`src/rtl/bcd_ascii_streamer.sv`:
```
// Streams a packed BCD word out as ASCII digits, most significant first, with leading-zero
// suppression. Define BCD_GROUP_SEP_EN to insert ',' between groups of three digits.
module bcd_ascii_streamer #(
    parameter int WID = 128,
    localparam int BCDWID = ((WID + (WID - 4) / 3) + 3) & -4,
    localparam int NDIG = BCDWID / 4
) (
    input  logic              clk,
    input  logic              rst,
    input  logic              ld,
    input  logic [BCDWID-1:0] bcd,
    output logic              busy,
    output logic [7:0]        char,
    output logic              char_vld,
    input  logic              char_rdy,
    output logic              last
);

    localparam int CW = $clog2(NDIG + 1);

`ifdef BCD_GROUP_SEP_EN
    typedef enum logic [1:0] {IDLE, SCAN, EMIT, SEP} state_t;
    // m tracks (dcnt-1) mod 3, i.e. how many lower digits remain after the current one
    localparam int M0 = (NDIG - 1) % 3;
    logic [1:0] m;
`else
    typedef enum logic [1:0] {IDLE, SCAN, EMIT} state_t;
`endif

    state_t state;
    logic [BCDWID-1:0] sr;
    logic [CW-1:0]     dcnt;
    logic [3:0]        top;
    logic [3:0]        nxt;

    assign top = sr[BCDWID-1 -: 4];
    assign nxt = sr[BCDWID-5 -: 4];

    function automatic logic [7:0] ascii(input logic [3:0] d);
        return (d <= 4'd9) ? (8'h30 + {4'h0, d}) : 8'h3F;
    endfunction

    always_ff @(posedge clk or negedge rst) begin
        if (!rst) begin
            state    <= IDLE;
            busy     <= 1'b0;
            char_vld <= 1'b0;
            last     <= 1'b0;
            char     <= 8'h00;
            sr       <= '0;
            dcnt     <= '0;
`ifdef BCD_GROUP_SEP_EN
            m        <= 2'd0;
`endif
        end else begin
            case (state)
                IDLE: begin
                    if (ld) begin
                        sr    <= bcd;
                        dcnt  <= CW'(NDIG);
                        busy  <= 1'b1;
                        state <= SCAN;
`ifdef BCD_GROUP_SEP_EN
                        m     <= 2'(M0);
`endif
                    end
                end
                SCAN: begin
                    // only a genuine 0 digit is skipped; the final digit always prints
                    if (top == 4'd0 && dcnt > CW'(1)) begin
                        sr   <= sr << 4;
                        dcnt <= dcnt - CW'(1);
`ifdef BCD_GROUP_SEP_EN
                        m    <= (m == 2'd0) ? 2'd2 : m - 2'd1;
`endif
                    end else begin
                        char     <= ascii(top);
                        char_vld <= 1'b1;
                        last     <= (dcnt == CW'(1));
                        state    <= EMIT;
                    end
                end
                EMIT: begin
                    if (char_rdy) begin
                        if (last) begin
                            char_vld <= 1'b0;
                            last     <= 1'b0;
                            busy     <= 1'b0;
                            state    <= IDLE;
                        end else begin
                            sr   <= sr << 4;
                            dcnt <= dcnt - CW'(1);
`ifdef BCD_GROUP_SEP_EN
                            m    <= (m == 2'd0) ? 2'd2 : m - 2'd1;
                            if (m == 2'd0) begin
                                char  <= 8'h2C;
                                last  <= 1'b0;
                                state <= SEP;
                            end else begin
                                char <= ascii(nxt);
                                last <= (dcnt == CW'(2));
                            end
`else
                            char <= ascii(nxt);
                            last <= (dcnt == CW'(2));
`endif
                        end
                    end
                end
`ifdef BCD_GROUP_SEP_EN
                SEP: begin
                    // sr was already advanced when the preceding digit was taken
                    if (char_rdy) begin
                        char  <= ascii(top);
                        last  <= (dcnt == CW'(1));
                        state <= EMIT;
                    end
                end
`endif
                default: state <= IDLE;
            endcase
        end
    end

endmodule
```
`config.mk`:
```
export PLATFORM = sky130hd
export DESIGN_NAME = bcd_ascii_streamer
export DESIGN_NICKNAME = d
export VERILOG_FILES = /design/src/rtl/bcd_ascii_streamer.sv
export SDC_FILE = /design/constraint.sdc
export NUM_CORES = 1
export LEC_CHECK = 0
export CAP_MARGIN = 20
export CORE_MARGIN = 2
export CORE_UTILIZATION = 56
export CTS_BUF_LIST = sky130_fd_sc_hd__clkbuf_4 sky130_fd_sc_hd__clkbuf_8 sky130_fd_sc_hd__clkbuf_16
export DETAILED_ROUTE_END_ITERATION = 8
export PLACE_DENSITY = 0.95
export SLEW_MARGIN = 5
export SYNTH_ARGS = -nofsm -noshare
export SYNTH_HDL_FRONTEND = slang
export SYNTH_SLANG_ARGS = --single-unit
```
`constraint.sdc`:
```
create_clock -name clk -period 5.52 [get_ports clk]
set_input_delay 1.104 -clock clk [delete_from_list [all_inputs] [get_ports clk]]
set_output_delay 1.104 -clock clk [all_outputs]
set_load 0.005 [all_outputs]
```
Word-level counts from Yosys, hierarchy flattened
Index checks and enable logic that the tools add are counted.
{"block": "totals", "out_inout_bits": 11, "ff_bits": 191, "in_bits": 176}
{"block": "classes", "mux": 31, "reduce_logical": 12, "n_eq_ne": 10, "n_lt_le_gt_ge": 3, "add_sub_neg": 3}
{"cell": "2-to-1 mux 172 bit", "count": 4}
{"cell": "case mux 172 bit (3 select lines)", "count": 1}
{"cell": "2-to-1 mux 6 bit", "count": 4}
{"cell": "2-to-1 mux 8 bit", "count": 3}
{"cell": "case mux 6 bit (3 select lines)", "count": 1}
{"cell": "case mux 8 bit (2 select lines)", "count": 1}
{"cell": "AND reduction 4 bit", "count": 4}
{"cell": "adder 6 x 4 -> 7 bit, first input constant", "count": 2}
{"cell": "2-to-1 mux 7 bit", "count": 2}
{"cell": "!= test 2 bit, second input constant", "count": 6}
{"cell": "<= comparator 4 bit, second input constant", "count": 2}
{"cell": "2-to-1 mux 2 bit", "count": 4}
{"cell": "2-to-1 mux 1 bit", "count": 7}
{"cell": "== test 6 x 1 -> 1 bit, second input constant", "count": 1}
{"cell": "== test 6 x 2 -> 1 bit, second input constant", "count": 1}
{"cell": "greater-than comparator 6 x 1 -> 1 bit, second input constant", "count": 1}
{"cell": "case mux 1 bit (2 select lines)", "count": 3}
{"cell": "case mux 2 bit (3 select lines)", "count": 1}
{"cell": "subtractor 6 x 1 -> 6 bit, second input constant", "count": 1}
{"cell": "AND reduction 5 bit", "count": 1}
{"cell": "logical NOT 4 bit", "count": 1}
{"cell": "nonzero test 2 bit", "count": 2}
{"cell": "AND reduction 3 bit", "count": 1}
{"cell": "nonzero test 3 bit", "count": 1}
{"cell": "4 further kinds", "count": 4}

Logic depth before layout (Yosys ltp)
{"block": "logic_depth", "word_depth": 5, "ltp_mapped": 10, "mapped_depth_nobuf": 6}

Least setup slack after synthesis
Ideal clock, no wire load.
{"block": "synth_path", "path_kind": "input-to-reg", "startpoint": "input port char_rdy", "endpoint": "register dcnt[3]", "path_buffers": 4, "path_stages": 8, "arrival_time_ns": 2.386, "path_slack_ns": 3.047, "path_cell_list": "nand2b_1 -> a211o_1 -> clkbuf_1 -> or2_1 -> buf_4 -> buf_6 -> buf_6 -> a22oi_1"}
{"block": "synth_via", "elab_chain_len": 2}
{"item": "start: declaration", "line": "15", "text": "input logic char_rdy,"}
{"item": "!= test 2 bit (no source line)"}
{"item": "AND reduction 5 bit (no source line)"}
{"item": "end signal: assignment", "line": "60", "text": "dcnt <= CW'(NDIG);"}
{"item": "end signal: assignment", "line": "72", "text": "dcnt <= dcnt - CW'(1);"}
{"item": "end signal: assignment", "line": "92", "text": "dcnt <= dcnt - CW'(1);"}
{"item": "end: declaration", "line": "32", "text": "logic [CW-1:0] dcnt;"}
Every way passes these cells.
A chain may end at the register's enable or synchronous reset.

Worst setup path after layout
{"block": "layout_path", "startpoint": "input port char_rdy", "endpoint": "register sr[119]"}
{"block": "layout_via", "elab_chain_len": 2}
{"item": "!= test 2 bit (no source line)"}
{"item": "AND reduction 5 bit (no source line)"}
{"item": "end signal: assignment", "line": "71", "text": "sr <= sr << 4;"}
{"item": "end signal: assignment", "line": "91", "text": "sr <= sr << 4;"}
{"item": "end: declaration", "line": "31", "text": "logic [BCDWID-1:0] sr;"}
Every way passes these cells.

==> run_results.csv <==
group,metric,value,unit
clock_network,cts_resized,0,
finish,drive_gt1_share,5.108,%
critical_path,cp_max_fo,94,
clock_network,cts_tree,"built",
finish,diodes,0,
min_path,hold_depth,2,
sta,finalSetupViolations,0,
sta,setup_tns,0,ns
global_route,grt_overflow,0,
die,core_area,0.01594,mm^2
sta,drv_slew,0,
drt,postRouteAntennaNets,0,
critical_path,cp_top_family,"simple AND/OR/NAND/NOR gates",
clock_network,cts_max_level,4,
critical_path,critPathKind,"in2reg",
critical_path,worst_setup_path_end_kind,"flop",
die,rows,46,
synthesis,ys_seq_area_share,51.23,%
synthesis,syn_area,0.009184,mm^2
power,leakagePower,4.980,nW
placement,place_congestion,0.7762,
clock_network,clock_path_buffers,2,
drt,viasPerCell,6.019,
job,maxCapViolations,0,
sta,fin_skew,0.007989,ns
die,dieArea,0.01744,mm^2
global_route,antenna_found_initial,0,
placement,io_buffers,184,
critical_path,start_kind,"input port",
critical_path,slowest_delay,0.76,ns
finish,finalNonFillerCells,1234,
drt,first_pass_iters,5,
die,start_util,57.60,%
clock_network,clk_latency,0.43,ns
critical_path,slowest_stage,"or2_4",
critical_path,reg2reg_to,"sr[119]$_DFFE_PN0P_",
drt,drt_iter0_drc,618,
critical_path,arrival,3.80,ns
drt,wl_met3,1.334,mm
drt,highest_layer,"met4",
synthesis,avgSynthCellArea,10.47,um^2
clock_network,cts_setup_buffers,0,
die,ios,187,
drt,post_drt_wl_per_cell,18.66,um
synthesis,async_flop_share,100.0,%
outcome,status,"finished clean",
critical_path,r2r_setup_slack,2.21,ns
critical_path,r2r_cells,6,
sta,maxSlewHeadroom,29.24,%
drt,routed_wl,23.03,mm
clock_network,hold_buffers,0,
global_route,gr-usage-all-layers,26.88,%
synthesis,yosys_warnings,0,
global_route,grt_pass1_wl,38.01,mm
clock_network,root_buffer,"clkbuf_16",
placement,dpl.cell_count,1203,
sta,clock.fmax,285.2,MHz
synthesis,ys_top_cells_by_area,"dfrtp_1 (51%), mux2i_1 (19%), o21ai_0 (17%)",
synthesis,syn_inst,877,
sta,rsz0062_at_grt,"false",
min_path,hold_class,"reg2reg",
die,die_x,132.1,um
drt,route.detailed.drc,0,
synthesis,synth_cell_type_count,38,
critical_path,r2r_start,"state[0]$_DFFE_PN0P_",
die,die_y,132.1,um
sta,fin_crit_sh,63.52,%
drt,wl_met1,9.696,mm
synthesis,netlist.area_leader.share,51.23,%
synthesis,ys.flop_type,"dfrtp_1",
drt,route.met2.wl,11.64,mm
min_path,min_to,"sr[1]$_DFFE_PN0P_",
clock_network,numCtsBuffers,17,
synthesis,synth_edf_count,0,
sta,period_minus_slack,3.506,ns
power,power,7.576,mW
clock_network,clkTransAtPathRegs,0.07,ns
power,cellPowerDensity,652.4,mW/mm^2
synthesis,ys_seq_elements,188,
sta,hold_violations,0,
synthesis,yosys.area.top_type,"dfrtp_1",
critical_path,path_cells,"clkdlybuf4s50_1 > nand2b_1 > a211o_4 > or2_4 > buf_4 > o21ai_0",
critical_path,cp.required,5.81,ns
sta,whs,0.5112,ns
power,peakVddDrop,637.8,uV
sta,worst_pin_slew,1.061,ns
finish,nNetsFinal,1189,
drt,via_count,7428,
placement,place_hpwl,14.67,mm
global_route,first_global_vias,7501,
min_path,hp-start,"sr[1]$_DFFE_PN0P_",
critical_path,setup.worst_path.start,"char_rdy",
finish,syn_to_final_growth,26.44,%
global_route,grt_max_degree,122,
critical_path,path_buf_inv,2,
clock_network,cts_num_sinks,188,
-- worst max-delay path by stage --
stage | slack [ns] | endpoint | cells after the start
finish | 2.01 | sr[119]$_DFFE_PN0P_ | 6
global route | 1.78 | sr[114]$_DFFE_PN0P_ | 6
CTS | 2.00 | sr[119]$_DFFE_PN0P_ | 6
detailed placement | 1.56 | sr[119]$_DFFE_PN0P_ | 6
global placement | 1.60 | sr[165]$_DFFE_PN0P_ | 6
floorplan | 3.05 | dcnt[3]$_DFFE_PN0P_ | 8
-- synth_stat cells (2+ instances only) --
cell and number:
clkbuf_2 5, o2bb2ai_1 2, a21oi_1 7, ha_1 7, nand3_1 4, nand3b_1 2
buf_6 11, nand2_1 9, clkbuf_1 59, dfrtp_1 188, o22ai_1 5, inv_1 12
o21ai_0 307, o21ai_1 43, buf_4 9, mux2i_1 172, nor2_1 3, nor3_1 2
nand2b_1 9, mux2_2 2, o211ai_1 2
-- per-layer routing --
metal	track usage, %	vias to the layer above
met5	0	-
met1	36.05	3719
li1	-	3420
met4	7.307	0
met3	5.921	33
met2	44.50	256
-- logic make-up (layout without fill, tap and decap cells) --
| logic type | count (synthesis) | count (layout) | share of synthesized area [%] |
|---|---|---|---|
| buf+inv | 96 | 236 | 5.259 |
| mux | 174 | 174 | 18.99 |
| flops | 188 | 188 | 51.23 |
| simple gates | 37 | 37 | 2.384 |
| other cells | 1 | 2 | 0.04083 |
| compound gates | 374 | 374 | 21.14 |
| fa+ha+maj | 7 | 7 | 0.9536 |
-- metrics by stage --
stage               util (%)  worst slack (ns)  area [um^2]
floorplan                  -             3.047         9188
global placement       68.88             1.595        10980
detailed placement     68.88             1.556        10980
CTS                    72.84             2.001        11610
global route           72.84             1.782        11610
finish                 72.84             2.014        11610
-- power by group --
part | switching, mW | internal, mW
clock | 0.533 | 0.791
combinational | 2.22 | 1.57
sequential | 0.376 | 2.09
-- cells in the final DEF, fill, tap and decap left out, types with 7 or more instances in the layout --
cell,instances
o21ai_0,307
dfrtp_1,188
clkdlybuf4s50_1,183
mux2i_1,172
o21ai_1,43
clkbuf_16,17
inv_1,12
nand2b_1,9
nand2_1,9
a21oi_1,7
buf_4,7
-- cell type report --
class / count / area (um^2)
clock buffer: 21 / 467.9
clock inverter: 10 / 162.7
fill: 1092 / 4330
inverter: 12 / 45.04
multi-input combinational: 594 / 4024
sequential: 188 / 4705
tap: 216 / 270.3
timing repair buffer: 193 / 1938
-- worst min-delay path: stages (launching register included) --
cell and delay (ns):
dfrtp_1 0.34, o21ai_0 0.07, o21ai_0 0.07
-- state kept, by name, summed over array words and instances (netlist names) --
signal / flops
char: 5
sr: 172
last: 1
state: 2
dcnt: 6
busy: 1
char_vld: 1
No activity file was read; power rests on OpenSTA's default activity.
